`src/rtl/scan_hold_mux.sv`:
```
// scan_hold_mux: fully registered N-channel word selector with direct, hold/load and timed scan modes.
// Scan mode and its counters exist only when SCAN_HOLD_MUX_SCAN_EN is defined; otherwise mode 10 acts as hold.

module scan_hold_mux_chk #(
  parameter int NCH  = 4,
  parameter int SELW = 2
) (
  input logic            clock,
  input logic            reset_n,
  input logic [1:0]      mode,
  input logic            load,
  input logic [SELW-1:0] out_ch,
  input logic            out_valid
);
  localparam logic [SELW:0] NCH_W = NCH[SELW:0];

  a_ch_in_range: assert property (@(posedge clock) disable iff (!reset_n)
    out_valid |-> ({1'b0, out_ch} < NCH_W));

  a_hold_idle: assert property (@(posedge clock) disable iff (!reset_n)
    (mode == 2'b01 && !load) |=> !out_valid);
endmodule

module scan_hold_mux #(
  parameter int  WIDTH = 8,
  parameter int  NCH   = 4,
  parameter int  DWELL = 4,
  localparam int SELW  = $clog2(NCH)
) (
  input  logic                 clock,
  input  logic                 reset_n,
  input  logic [NCH*WIDTH-1:0] in_bus,
  input  logic [1:0]           mode,
  input  logic [SELW-1:0]      sel,
  input  logic                 load,
  output logic [WIDTH-1:0]     out,
  output logic [SELW-1:0]      out_ch,
  output logic                 out_valid
);
  localparam logic [SELW:0] NCH_W       = NCH[SELW:0];
  localparam logic [1:0]    MODE_DIRECT = 2'b00;

  if (WIDTH < 1 || NCH < 2 || DWELL < 1) begin : g_bad_params
    $error("scan_hold_mux: illegal parameter set");
  end

  logic [WIDTH-1:0] out_q, out_d;
  logic [SELW-1:0]  out_ch_q, out_ch_d;
  logic             out_valid_q, out_valid_d;
  logic             wr_s;
  logic [SELW-1:0]  wr_ch_s;
  logic [WIDTH-1:0] word_s;
  logic             sel_ok_s;

  // Only matters when NCH is not a power of two: such indices never write.
  assign sel_ok_s = ({1'b0, sel} < NCH_W);

`ifdef SCAN_HOLD_MUX_SCAN_EN
  localparam int              DCW        = (DWELL > 1) ? $clog2(DWELL) : 1;
  localparam logic [DCW-1:0]  DWELL_LAST = DCW'(DWELL - 1);
  localparam logic [SELW-1:0] CH_LAST    = SELW'(NCH - 1);
  localparam logic [1:0]      MODE_SCAN  = 2'b10;

  logic [SELW-1:0] scan_ch_q, scan_ch_d, scan_cur_ch_s;
  logic [DCW-1:0]  dwell_cnt_q, dwell_cnt_d, scan_cur_cnt_s;
  logic [1:0]      prev_mode_q;
  logic            scan_entry_s;

  // A fresh entry into scan restarts at channel 0, discarding counters frozen on the last exit.
  always_comb begin
    scan_entry_s = (mode == MODE_SCAN) && (prev_mode_q != MODE_SCAN);
    if (scan_entry_s) begin
      scan_cur_ch_s  = '0;
      scan_cur_cnt_s = '0;
    end else begin
      scan_cur_ch_s  = scan_ch_q;
      scan_cur_cnt_s = dwell_cnt_q;
    end
  end

  // Scan position and previous-mode registers; reset leaves the block as if it had been in hold.
  always_ff @(posedge clock or negedge reset_n) begin
    if (!reset_n) begin
      scan_ch_q   <= '0;
      dwell_cnt_q <= '0;
      prev_mode_q <= 2'b01;
    end else begin
      scan_ch_q   <= scan_ch_d;
      dwell_cnt_q <= dwell_cnt_d;
      prev_mode_q <= mode;
    end
  end
`endif

  // Write decision: which channel (if any) is captured this cycle, plus scan counter advance.
  always_comb begin
    wr_s    = 1'b0;
    wr_ch_s = sel;
`ifdef SCAN_HOLD_MUX_SCAN_EN
    scan_ch_d   = scan_ch_q;
    dwell_cnt_d = dwell_cnt_q;
`endif
    case (mode)
      MODE_DIRECT: begin
        wr_s = sel_ok_s;
      end
`ifdef SCAN_HOLD_MUX_SCAN_EN
      MODE_SCAN: begin
        wr_s    = 1'b1;
        wr_ch_s = scan_cur_ch_s;
        if (scan_cur_cnt_s == DWELL_LAST) begin
          dwell_cnt_d = '0;
          if (scan_cur_ch_s == CH_LAST) begin
            scan_ch_d = '0;
          end else begin
            scan_ch_d = scan_cur_ch_s + 1'b1;
          end
        end else begin
          dwell_cnt_d = scan_cur_cnt_s + 1'b1;
          scan_ch_d   = scan_cur_ch_s;
        end
      end
`endif
      default: begin
        if (load) begin
          wr_s = sel_ok_s;
        end else begin
          wr_s = 1'b0;
        end
      end
    endcase
  end

  // AND-OR word mux keeps the channel index from ever reaching past the bus.
  always_comb begin
    word_s = '0;
    for (int k = 0; k < NCH; k++) begin
      word_s = word_s | (in_bus[k*WIDTH +: WIDTH] & {WIDTH{wr_ch_s == SELW'(k)}});
    end
  end

  // Output next-state: capture on write, otherwise hold the word and drop valid.
  always_comb begin
    if (wr_s) begin
      out_d       = word_s;
      out_ch_d    = wr_ch_s;
      out_valid_d = 1'b1;
    end else begin
      out_d       = out_q;
      out_ch_d    = out_ch_q;
      out_valid_d = 1'b0;
    end
  end

  // Output registers.
  always_ff @(posedge clock or negedge reset_n) begin
    if (!reset_n) begin
      out_q       <= '0;
      out_ch_q    <= '0;
      out_valid_q <= 1'b0;
    end else begin
      out_q       <= out_d;
      out_ch_q    <= out_ch_d;
      out_valid_q <= out_valid_d;
    end
  end

  assign out       = out_q;
  assign out_ch    = out_ch_q;
  assign out_valid = out_valid_q;

  scan_hold_mux_chk #(
    .NCH  (NCH),
    .SELW (SELW)
  ) u_chk (
    .clock     (clock),
    .reset_n   (reset_n),
    .mode      (mode),
    .load      (load),
    .out_ch    (out_ch_q),
    .out_valid (out_valid_q)
  );
endmodule

```
`config.mk`:
```
export PLATFORM = sky130hd
export DESIGN_NAME = scan_hold_mux
export DESIGN_NICKNAME = d
export VERILOG_FILES = /design/src/rtl/scan_hold_mux.sv
export SDC_FILE = /design/constraint.sdc
export NUM_CORES = 1
export LEC_CHECK = 0
export BUFFER_PORTS_ARGS = -buffer_cell sky130_fd_sc_hd__buf_2
export CAP_MARGIN = 30
export CORE_ASPECT_RATIO = 1.1
export CORE_UTILIZATION = 34
export CTS_CLUSTER_DIAMETER = 80
export DETAILED_ROUTE_END_ITERATION = 12
export PLACE_DENSITY_LB_ADDON = 0.1
export SLEW_MARGIN = 20
export SYNTH_ARGS = -nofsm -noshare
export SYNTH_HDL_FRONTEND = slang
export SYNTH_SLANG_ARGS = --single-unit
```
`constraint.sdc`:
```
create_clock -name clock -period 0.8 [get_ports clock]
set_input_delay 0.2 -clock clock [delete_from_list [all_inputs] [get_ports clock]]
set_output_delay 0.2 -clock clock [all_outputs]
set_load 0.01 [all_outputs]
```
# Yosys cells after proc, flatten, opt, wreduce, memory -nomap -nowiden
# Index checks and enable logic that the tools add are counted.
# op_classes
n_eq_ne	3
mux	3
bitwise	7
n_reduce_logical	2
# ops
op	count
AND 8 bit	4
bitwise OR 8 bit	3
== test 2 bit, second input constant	2
logical NOT 2 bit	2
2-to-1 mux 1 bit	3
== test 2 x 1 -> 1 bit, second input constant	1
# word_totals
register_bits	11
out_inout_bits	11
word_cells	18

# Logic depth before layout (Yosys ltp)
# depth
word_depth	5
mapped_depth	3
depth_no_buf	2

# Worst setup path before layout
# OpenSTA, ideal clock, no wires.
# synth_timing
path_type	input port to flip-flop
startpoint	input port sel[0]
endpoint	register out_q[2], in the netlist out[2]
setup_time_ns	0.125
t_arrival_ns	1.072
setup_slack_ns	-0.398
cell_stages	3
path_cell_list	buf_6 > mux4_2 > mux2_4
# synth_via
elab_chain_cells	5
word_cells_on_any_way	11
classes_between	eq/ne: 3; bitwise: 7; reduce/logical: 1
# synth_rtl
item	line	source
from (decl)	34	input logic [SELW-1:0] sel,
== test 2 x 1 -> 1 bit or logical NOT 2 bit (tied branches)	138	word_s = word_s | (in_bus[k*WIDTH +: WIDTH] & {WIDTH{wr_ch_s == SELW'(k)}});
AND 8 bit	138	
bitwise OR 8 bit (2 in series)	138	
bitwise OR 8 bit (*)	138	
to (signal assigned)	162	out_q <= out_d;
to (decl)	47	logic [WIDTH-1:0] out_q, out_d;
# Every way passes the cells marked *; elsewhere a longest branch is shown, timed or not.
# A chain may end at the register's enable or synchronous reset.

# Final worst setup path
# layout_timing
startpoint	register out_q[4], in the netlist out[4]
endpoint	output port out[4]
# layout_rtl
item	line	source
to (decl)	36	output logic [WIDTH-1:0] out,
# No word-level cell between the ends.

==> reports/qor.yml <==
outcome:
  status: "finished, violations left"
  violations: "negative setup slack"
worst_hold_path:
  whs_endpoint: "out_valid"
  hp-class: "in -> reg"
  min_delay_path_depth: 3
  hp-start: "mode[1]"
power:
  leakage_uw: 0.000552
  cellPowerDensity_mw_per_mm2: 1520
  ir_worst_vdd_mv: 0.796
critical_path:
  r2r-start: "out_ch[1]"
  worst_ep_arrival_time_ns: 0.80
  crit_path_top_delay_cell: "dfrtp_1"
  path_class: "reg -> out"
  r2r-end: "out_ch[1]"
  crit_chain: "buf_2"
  reg2reg_depth: 2
  start_kind: "register"
  path_depth: 1
  required_ns: 0.60
  crit_fanout: 2
  reg2reg_slack_ns: -0.08
  cp-end-kind: "primary output"
  critPathTopFamily: "flip-flops"
  crit_buf_inv: 1
  max_stage_delay_ns: 0.39
sta:
  worst_slack_ns: -0.203
  hold_viol: 0
  tightest_slew_ns: 0.247
  setup_violations: 20
  rsz0062_at_grt: "yes"
  whs_ns: 0.266
  finalCritPeriodShare_pct: 125
  drv_slew: 0
  clock_skew_ns: 0
  relSlewSlack_pct: 83.5
  fin_crit_ns: 1.00
  max_freq_ghz: 0.997
  finalSetupTns_ns: -2.72
synth:
  ys_seq_elements: 11
  syn-num-nets: 72
  ys_types: 7
  yosysSeqAreaShare_pct: 43.7
  yosysWarnings: 0
  synth_area_leaders: "dfrtp_1 (44%), mux4_2 (29%), mux2_4 (17%), mux2_2 (5.4%), buf_6 (3.6%)"
  syn_area_sq_um: 629
  yosys.area.top_type: "dfrtp_1"
  postSynthAreaPerCell_sq_um: 19.1
  synth_cells: 33
  netlist.area_leader.share_pct: 43.7
floorplan:
  start_util_pct: 38.1
  die_height_microns: 47.1
  ioPinCount: 50
  rows: 15
  dieArea_sq_mm: 0.00203
  coreArea_sq_mm: 0.00165
  die_w_microns: 43.0
routing:
  drc: 0
  ant_nets: 0
  drt_first_pass_iters: 3
  drt_wl_total_mm: 1.42
  wl_per_cell_microns: 12.6
  detail_route.vias_per_cell: 4.99
  via_count: 564
  dr.first_iter.drc_count: 2
cells_and_area:
  final_core_util_pct: 64.5
  multi_input_area_sq_um: 342
  fin_cells: 113
  n_fill_cell: 142
  register_area_sq_um: 275
  num_antenna_cells: 0
  drive_gt1_share_pct: 87.5
  area_growth_pct: 69.4
  nets: 136
global_route:
  grt_max_degree: 12
  grt_pass1_vias: 559
  groute.usage.overall_pct: 15.4
  antenna_found_initial: 0
  grt_pass1_wl_mm: 2.29
  grt_overflow: 0
placement:
  dp.cells: 99
  hpwl_mm: 1.14
  gp_congestion: 0.693
  portBuffers: 49
  place_ws_ns: -0.604
clock_network:
  cts_root_buf: "clkbuf_4"
  cts_tree: "yes"
  cts_max_level: 1
  cts_buffers: 3
  clkLatencyLatePin_ns: 0.27
  clock_sinks: 11
  clk_pin_slew_ns: 0.08
  cts.path.max_buffers: 2
job:
  drv_cap: 0
## worst register-to-register path, delay by kind of cell, from the launching register on
family   cells  cell delay, ns
buf+inv      1            0.13
flops        1            0.38
mux          1            0.26
## synth_stat cells, drive strengths merged
library cell and number:
buf 3, dfrtp 11, mux2 10, mux4 8, o21bai 1
## cell type report
class	instances	share of cell area (%)
repair buffers	62	37.6
multi-input cells	19	32.0
flip-flops and latches	11	25.8
clock buffers	3	2.11
well taps	17	2.00
clock inverters	1	0.469
## state kept, by name, indices dropped and copies added, names as in the netlist
signal     count
out_valid      1
out_ch         2
out            8
## cells by family (layout without fill, tap and decap cells)
family	count (synthesis)	after routing	share of synthesized area, %
AOI/OAI and AO/OA	1	1	1.19
buffers and inverters	3	66	4.37
DFF	11	11	43.7
muxes	18	18	50.7
## what timing repair did
item | 4_1_cts | 5_1_grt
endpoints found under the hold margin | 11 | 0
setup endpoints to repair | 21 | 19
hold buffers | 1 | 0
gates resized for setup | 10 | 1
pin swaps | 0 | 0
gates cloned | 1 | 0
setup buffers | 7 | 1
## how the worst max path moves through the flow
stage                     slack, ns  startpoint      to
after floorplan               -0.37      sel[0]  out[2]
after global placement        -0.60      sel[0]  out[6]
after detailed placement      -0.60      sel[0]  out[2]
after CTS                     -0.22      out[4]  out[4]
after global routing          -0.24      out[4]  out[4]
final                         -0.20      out[4]  out[4]
## metal layers
layer  routed length [microns]  GRT usage [%]  vias to the layer above
met4                         0           3.64                        0
met2                       801           30.0                       28
li1                          -              -                      258
met3                       111           4.23                        0
met5                         0              0                        -
met1                       508           17.1                      278
## per-stage QoR
step                      total power, uW  instance area (sq um)
after detailed placement             1130                    891
final                                1620                   1070
after floorplan                       938                    642
after global placement               1120                    891
after global routing                 1720                   1070
after CTS                            1630                   1050
## cell usage in the layout, fill, tap and decap left out
| cell type | Yosys | routed |
|---|---|---|
| clkbuf_4 | 0 | 3 |
| buf_2 | 1 | 46 |
| mux2_4 | 7 | 8 |
| mux2_2 | 3 | 2 |
| o21bai_4 | 0 | 1 |
| buf_12 | 0 | 1 |
| buf_4 | 0 | 9 |
| buf_6 | 2 | 4 |
| mux4_2 | 8 | 8 |
| buf_16 | 0 | 1 |
| dfrtp_1 | 11 | 11 |
| dlygate4sd3_1 | 0 | 1 |
| clkinv_2 | 0 | 1 |
## power breakdown
part	switching [uW]	leakage, uW	internal (uW)	total (uW)
clock network	197	0.0000177	185	382
registers	36.6	0.000128	630	667
logic	181	0.000407	388	569
total	415	0.000552	1200	1620
Power figures use the tool's default switching activity.
